==> src/rtl/if_pc_unit_pkg.sv <==
// Shared definitions for the instruction-fetch / PC stage: branch selects,
// FSM encoding, reset/exception addresses and instruction field positions.
package if_pc_unit_pkg;

  localparam logic [1:0] BR_SEQ   = 2'b00;
  localparam logic [1:0] BR_TAKEN = 2'b01;
  localparam logic [1:0] BR_JUMP  = 2'b10;
  localparam logic [1:0] BR_JR    = 2'b11;

  typedef enum logic [1:0] {
    ST_RST   = 2'b00,
    ST_FETCH = 2'b01,
    ST_EXEC  = 2'b10
  } state_t;

  localparam logic [31:0] RESET_PC_DEFAULT   = 32'h0000_0000;
  localparam logic [31:0] EXC_VECTOR_DEFAULT = 32'h0000_0080;

  localparam int OP_MSB    = 31;
  localparam int OP_LSB    = 26;
  localparam int RS_MSB    = 25;
  localparam int RS_LSB    = 21;
  localparam int RT_MSB    = 20;
  localparam int RT_LSB    = 16;
  localparam int RD_MSB    = 15;
  localparam int RD_LSB    = 11;
  localparam int SHAMT_MSB = 10;
  localparam int SHAMT_LSB = 6;
  localparam int FUNC_MSB  = 5;
  localparam int FUNC_LSB  = 0;
  localparam int IMM_MSB   = 15;
  localparam int TGT_MSB   = 25;

  // Word-aligned branch displacement from a 16-bit immediate.
  function automatic logic [31:0] branch_offset(input logic [15:0] imm);
    return {{14{imm[15]}}, imm, 2'b00};
  endfunction

endpackage

==> src/rtl/if_next_pc.sv <==
// Combinational next-PC selection: sequential, PC-relative branch,
// pseudo-direct jump, or register-indirect jump.
module if_next_pc
  import if_pc_unit_pkg::*;
(
  input  logic [31:0] pc,
  input  logic [1:0]  branch,
  input  logic [15:0] imm16,
  input  logic [25:0] target26,
  input  logic [31:0] jr_target,
  output logic [31:0] pc_plus4,
  output logic [31:0] next_pc
);

  assign pc_plus4 = pc + 32'd4;

  // Select the raw next PC; alignment handling is left to the caller.
  always_comb begin
    next_pc = pc_plus4;
    case (branch)
      BR_SEQ:   next_pc = pc_plus4;
      BR_TAKEN: next_pc = pc_plus4 + branch_offset(imm16);
      BR_JUMP:  next_pc = {pc_plus4[31:28], target26, 2'b00};
      BR_JR:    next_pc = jr_target;
      default:  next_pc = pc_plus4;
    endcase
  end

endmodule

==> src/rtl/if_pc_unit.sv <==
// Instruction-fetch and PC stage. Optional misaligned-PC trap is enabled by
// defining IF_MISALIGN_TRAP_EN; otherwise the low PC bits are dropped.
module if_pc_unit
  import if_pc_unit_pkg::*;
#(
  parameter logic [31:0] RESET_PC   = RESET_PC_DEFAULT,
  parameter logic [31:0] EXC_VECTOR = EXC_VECTOR_DEFAULT
) (
  input  logic        clk,
  input  logic        rst_n,
  output logic        imem_req,
  output logic [31:0] imem_addr,
  input  logic [31:0] imem_rdata,
  input  logic        imem_valid,
  input  logic        stall,
  input  logic [1:0]  branch,
  input  logic [31:0] jr_target,
  output logic [31:0] instr,
  output logic        instr_valid,
  output logic [5:0]  op,
  output logic [4:0]  rs,
  output logic [4:0]  rt,
  output logic [4:0]  rd,
  output logic [4:0]  shamt,
  output logic [5:0]  func,
  output logic [15:0] imm16,
  output logic [25:0] target26,
  output logic [31:0] pc,
  output logic [31:0] pc_plus4,
  output logic        exc
);

  state_t      state;
  state_t      state_next;
  logic        fetch_take;
  logic        commit;
  logic        trap;
  logic        exc_pulse;
  logic [31:0] raw_next_pc;
  logic [31:0] commit_pc;

  assign op       = instr[OP_MSB:OP_LSB];
  assign rs       = instr[RS_MSB:RS_LSB];
  assign rt       = instr[RT_MSB:RT_LSB];
  assign rd       = instr[RD_MSB:RD_LSB];
  assign shamt    = instr[SHAMT_MSB:SHAMT_LSB];
  assign func     = instr[FUNC_MSB:FUNC_LSB];
  assign imm16    = instr[IMM_MSB:0];
  assign target26 = instr[TGT_MSB:0];
  assign imem_addr = pc;
  assign exc       = exc_pulse;

  if_next_pc u_next_pc (
    .pc        (pc),
    .branch    (branch),
    .imm16     (instr[IMM_MSB:0]),
    .target26  (instr[TGT_MSB:0]),
    .jr_target (jr_target),
    .pc_plus4  (pc_plus4),
    .next_pc   (raw_next_pc)
  );

  // Alignment policy applied to the committed PC.
  always_comb begin
`ifdef IF_MISALIGN_TRAP_EN
    trap      = (raw_next_pc[1:0] != 2'b00);
    commit_pc = trap ? EXC_VECTOR : raw_next_pc;
`else
    trap      = 1'b0;
    commit_pc = {raw_next_pc[31:2], 2'b00};
`endif
  end

  // FSM state register.
  always_ff @(posedge clk) begin
    if (!rst_n) begin
      state <= ST_RST;
    end else begin
      state <= state_next;
    end
  end

  // Next-state and handshake decode; a valid without a request is ignored.
  always_comb begin
    state_next = state;
    imem_req   = 1'b0;
    fetch_take = 1'b0;
    commit     = 1'b0;
    case (state)
      ST_RST: begin
        state_next = ST_FETCH;
      end
      ST_FETCH: begin
        imem_req = 1'b1;
        if (imem_valid) begin
          fetch_take = 1'b1;
          state_next = ST_EXEC;
        end else begin
          state_next = ST_FETCH;
        end
      end
      ST_EXEC: begin
        if (!stall) begin
          commit     = 1'b1;
          state_next = ST_FETCH;
        end else begin
          state_next = ST_EXEC;
        end
      end
      default: begin
        state_next = ST_RST;
      end
    endcase
  end

  // PC, instruction register and trap pulse.
  always_ff @(posedge clk) begin
    if (!rst_n) begin
      pc          <= RESET_PC;
      instr       <= 32'h0000_0000;
      instr_valid <= 1'b0;
      exc_pulse   <= 1'b0;
    end else begin
      exc_pulse <= 1'b0;
      if (fetch_take) begin
        instr       <= imem_rdata;
        instr_valid <= 1'b1;
      end else if (commit) begin
        pc          <= commit_pc;
        instr_valid <= 1'b0;
        exc_pulse   <= trap;
      end
    end
  end

endmodule

==> config.mk <==
export PLATFORM = sky130hd
export DESIGN_NAME = if_pc_unit
export DESIGN_NICKNAME = d
export VERILOG_FILES = /design/src/rtl/if_pc_unit_pkg.sv /design/src/rtl/if_next_pc.sv /design/src/rtl/if_pc_unit.sv
export SDC_FILE = /design/constraint.sdc
export NUM_CORES = 1
export LEC_CHECK = 0
export ABC_AREA = 1
export CORE_MARGIN = 5
export CORE_UTILIZATION = 41
export CTS_CLUSTER_SIZE = 24
export DETAILED_ROUTE_END_ITERATION = 7
export GPL_ROUTABILITY_DRIVEN = 0
export PLACE_DENSITY = 0.86
export SYNTH_ARGS = -nofsm -noshare
export SYNTH_HDL_FRONTEND = slang
export SYNTH_SLANG_ARGS = --single-unit
==> constraint.sdc <==
create_clock -name clk -period 2.57 [get_ports clk]
set_input_delay 0.257 -clock clk [delete_from_list [all_inputs] [get_ports clk]]
set_output_delay 0.257 -clock clk [all_outputs]
set_load 0.05 [all_outputs]
======== Word level (Yosys, flattened, before mapping) ========
Index checks and enable logic that the tools add are counted.
word-level totals
  register bits ........................... 65
  input port bits ......................... 70
  output and inout port bits .............. 205
operators by class
  add/subtract/negate cells ............... 2
  equality and inequality tests ........... 5
  muxes and demuxes ....................... 11
  bitwise gates (word level) .............. 1
  reductions and logical operators ........ 4
operators with widths
  cell                     number
  $pmux W32 S4             1
  $add A32 B3 Y32 const B  1
  $add A32 B32 Y32         1
  $mux W1                  7
  $eq A2 B2 Y1 const B     3
  $pmux W2 S3              1
  $eq A2 B1 Y1 const B     2
  $logic_not A2 Y1         2
  $mux W2                  2
  $reduce_and A2 Y1        1
  $reduce_bool A2 Y1       1
  $not A1 Y1               1

======== Logic depth before layout (Yosys ltp) ========
  word-level depth ........................ 4
  gate-level depth with buffers ........... 24
  gate-level depth less buffers ........... 24

======== By module ========
From an unflattened synthesis, not the netlist that was laid out.
second synthesis, totals
  cells, all modules ...................... 1,165
  area, all modules ....................... 6,931.6 sq um
modules (own cells, without submodules)
  module      times used  cells each  area each (sq um)  seq. area each (sq um)
  if_next_pc  1           707         3,547.2            0.0
  if_pc_unit  1           458         3,384.5            1,301.2

======== Least setup slack after synthesis ========
Ideal clock, no wire load.
  path kind ............................... register to register
  start ................................... register pc[2], in the netlist imem_addr[2]
  end ..................................... register pc[30], in the netlist imem_addr[30]
  setup time .............................. 70 ps
  data arrival time ....................... 3,746 ps
  slack ................................... -1,246 ps
  stages on the path, launching flop included .. 20
  period minus slack after synthesis ...... 3,816 ps
  cell sequence ........................... dfxtp_1 > inv_1 > nor2_4 > nand2_1 > nor2_1 > xor2_1 > ha_1 > nand2_1 > inv_1 > nand2_1 > nand2_1 > nand2_1 > nand3_1 > a21oi_1 > nand2_1 > nand2_1 > nand3_1 > nand2_1 > nand2_1 > a21oi_1
between the ends
  word-level cells in the longest chain between the ends .. 3
ends and longest elaborated chain
  item                      RTL line           RTL
  start: declaration        if_pc_unit.sv:28   output logic [31:0] pc,
  start signal: assignment  if_pc_unit.sv:129  pc <= commit_pc;
  $add A32 B3 Y32           if_next_pc.sv:15   assign pc_plus4 = pc + 32'd4;
  named net pc_plus4[2]     if_pc_unit.sv:29   output logic [31:0] pc_plus4,
  $add A32 B32 Y32          if_next_pc.sv:22   BR_TAKEN: next_pc = pc_plus4 + branch_offset(imm16);
  $pmux W32 S4              if_next_pc.sv:20   case (branch)
The timed path passes the listed nets, and every way through them passes these cells.
A chain may end at the register's enable or synchronous reset.

======== Worst setup path in the final report ========
  start ................................... register pc[3], in the netlist imem_addr[3]
  end ..................................... register pc[17], in the netlist imem_addr[17]
between the ends
  word-level cells in the longest chain between the ends .. 3
ends and longest elaborated chain
  item                 RTL line
  $add A32 B3 Y32 (*)  if_next_pc.sv:15
  $add A32 B32 Y32     if_next_pc.sv:22
  $pmux W32 S4 (*)     if_next_pc.sv:20
Every way passes the cells marked *; elsewhere a longest branch is shown, timed or not.

==> reports/results.txt <==
Status - finished, violations left
Failing checks - DRC, setup timing
Setup TNS - -14.22 ns
Syn. warnings - 0
Port-buffer cells - 265
DRT antenna net count - 0
Synth top area cells - dfxtp_1 19%, nand2_1 17%, buf_4 12%
Row count - 47
Worst Tran Pin Value - 0.827 ns
Min Hold Slack - 0.465 ns
CP cell instances - buf_6, nand2_4, nor2_4, nand2_4, or3b_4, xor2_4, inv_4, ha_4, nand2_4, inv_6, nand2_8, nor3_4, nand2_1, nand3_2, o21ai_1, o21ai_2, nand2_1, a21oi_1
Top-area cell type share of the netlist area - 0.189
Worst path top cell family by delay - simple AND/OR/NAND/NOR gates
Die X - 140 µm
PwrDens - 330 mW/mm²
Routed wire per std cell - 22.9 µm
WP data required - 2.85 ns
ANT cells - 0
Core area - 0.0165 mm²
Grt ovf - 0
Slew headroom - 0.443
Final instance area - 0.0127 mm²
Period minus WS final - 3.45 ns
Vias in the first global route - 9,672
H-tree depth - 3
Synthesized area - 0.00688 mm²
Largest net degree at the start of global routing - 43
Root Buffer - clkbuf_16
First-pass GRT wire length - 50,000 µm
CP max FO - 4
Post-synth EDFFs - 0
Initial Util - 0.417
DP Area - 0.0106 mm²
Asr flop ratio synth - 0
CTS Buffer Depth - 2
Peak VDD IR - 0.519 mV
Netlist cell types - 46
Initial antenna violation count - 0
CP startpoint kind - flip-flop
Crit path buffers/inverters - 3
Num CTS Buffers - 9
Worst skew pair latency - 0.37 ns
Post-synthesis cell count - 1,150
Highest Clock Rate - 290 MHz
Synth Flop Type - dfxtp_1
CP Data Arrival Time - 3.73 ns
Hpwl dp - 23,000 µm
Biggest area consumer among synthesized cells - dfxtp_1
DRC - 2
Layout cells sized above 1 - 0.409
Syn Area/Cell - 5.99 µm²
DR vias/cell - 5.97
Hold Crit Class - primary input to flip-flop
Final Max Tran Viols - 0
Post-synthesis sequential area ratio - 0.189
Final hold viol count - 0
Total Power - 4.18 mW
Post-Route WL - 39,900 µm
Cell mode on critical path - nand2_4
Area Growth Syn to Fin - 84.2%
I/O pin count - 275
RSZ-0062 raised after global routing - true
Max incr delay on CP - 0.41 ns
Total routing usage reported by global routing - 0.320
Net count reported at finish - 1,625
Flops & latches, synth - 65
Die ar. - 0.0195 mm²
Slowest cell on crit path - or3b_4
Vias - 10,410
Clk sink count - 65
Max-cap viol count - 0
Leakage power - 5.96 nW
Die height - 140 µm
CTS tree - done
Final Worst Setup Slack - -0.882 ns
Tcrit/Tclk final - 1.34
Initial DRC count - 1,549
CTS clk-pin slew, worst paths - 0.06 ns
Clock Skew - 0.00985 ns
Kind of critical path - flip-flop to flip-flop
Critical path endpoint category - flip-flop
Final setup fails - 30
DR pass1 iterations - 8
## final timing paths
check	start	to	slack [ns]	cells past startpoint
worst min-delay path	imem_rdata[5]	instr[5]$_SDFFE_PN0P_	0.46	3
worst min register to register	instr_valid$_SDFFE_PN0P_	instr_valid$_SDFFE_PN0P_	0.49	2
worst max register to register	imem_addr[3]$_SDFFE_PN0P_	imem_addr[17]$_SDFFE_PN0P_	-0.88	18
worst max-delay path	imem_addr[3]$_SDFFE_PN0P_	imem_addr[17]$_SDFFE_PN0P_	-0.88	18
## registers in the layout (all words and copies together), names as in the netlist
register / cells
instr: 32
imem_addr: 30
state: 2
instr_valid: 1
## cell families (layout without fill, tap and decap cells)
| logic type | count (synthesis) | count (layout) | share of synthesized area |
|---|---|---|---|
| other | 1 | 7 | 0.000545 |
| buffers and inverters | 277 | 646 | 0.215 |
| flip-flops | 65 | 65 | 0.189 |
| AO/OA/AOI/OAI | 163 | 163 | 0.132 |
| XOR/XNOR | 22 | 22 | 0.0291 |
| AND/OR/NAND/NOR | 587 | 587 | 0.369 |
| adder cells (fa/ha/maj) | 35 | 35 | 0.0647 |
## power breakdown
group / internal [mW] / switching (mW)
Combinational: 0.637 / 1.12
Clock: 0.748 / 0.553
Sequential: 1.06 / 0.0698
## worst reg2reg max path: stages (launching register included)
cell and delay (ns):
dfxtp_4 0.35, buf_6 0.10, nand2_4 0.05, nor2_4 0.16, nand2_4 0.08, or3b_4 0.41, xor2_4 0.30, inv_4 0.09
ha_4 0.30, nand2_4 0.08, inv_6 0.10, nand2_8 0.08, nor3_4 0.31, nand2_1 0.15, nand3_2 0.11, o21ai_1 0.09
o21ai_2 0.34, nand2_1 0.11, a21oi_1 0.17
## routing by layer
layer | vias up | part of all wire | track usage
met3 | 416 | 0.14 | 0.111
met5 | - | 0 | 0
met4 | 0 | 0.11 | 0.217
li1 | 4289 | - | -
met1 | 4660 | 0.31 | 0.332
met2 | 1045 | 0.44 | 0.545
## final cells by class
cell class | count | area (µm²)
sequential | 65 | 1340
fill | 997 | 3850
clock buffer | 9 | 225
inverter | 137 | 536
timing repair buffer | 493 | 4510
tap | 220 | 275
clock inverter | 7 | 68.8
multi-input combinational | 814 | 5730
## layout by cell type (no fill, tap or decap), types with 7 or more instances in the layout
master | synthesis | layout
a21oi_1 | 74 | 58
a21oi_2 | 3 | 14
a221oi_1 | 11 | 11
buf_12 | 0 | 15
buf_4 | 114 | 234
clkbuf_16 | 0 | 9
clkdlybuf4s50_1 | 0 | 237
conb_1 | 1 | 7
dfxtp_1 | 65 | 44
dfxtp_2 | 0 | 18
ha_4 | 0 | 29
inv_1 | 128 | 85
inv_2 | 6 | 42
nand2_1 | 309 | 225
nand2_2 | 10 | 69
nand2_4 | 3 | 26
nand3_1 | 68 | 34
nand3_2 | 1 | 32
nand4_1 | 11 | 11
nor2_1 | 142 | 105
nor2_2 | 2 | 20
nor2_4 | 6 | 25
nor3_2 | 4 | 7
nor3_4 | 1 | 9
o21ai_0 | 53 | 44
xor2_2 | 0 | 7
## cells in the mapped netlist, types with 2 or more instances
cell type  number
clkbuf_1       21
o22ai_1         5
o2111ai_1       2
nor2_1        142
a221oi_1       11
a21oi_1        74
or2_2           6
o21ai_1         3
nor2_2          2
dfxtp_1        65
nor2_4          6
and2_1          2
a31oi_1         3
o21bai_1        5
nand2_2        10
nor3_1         13
nand2_1       309
inv_2           6
o21ai_0        53
clkinv_1        3
buf_2           3
nand3_1        68
xor2_1         17
nand4_1        11
nor3_2          4
ha_1           34
buf_4         114
nand3b_1        6
xnor2_1         4
inv_1         128
nand2_4         3
a21oi_2         3
## stage by stage
stage	setup slack (ns)	utilization	instances
CTS	-0.392	0.716	1724
global route	-1.05	0.767	1745
finish	-0.882	0.767	1745
detailed placement	-0.524	0.644	1691
global placement	-0.439	0.644	1691
floorplan	-0.559	-	1156
## repair_timing
item / 4_1_cts / 5_1_grt
hold buffers: 0 / 0
gates resized for setup: 162 / 183
pin swaps: 58 / 95
buffers inserted: 18 / 21
setup endpoints to repair: 26 / 30
No activity file was read; power rests on OpenSTA's default activity.
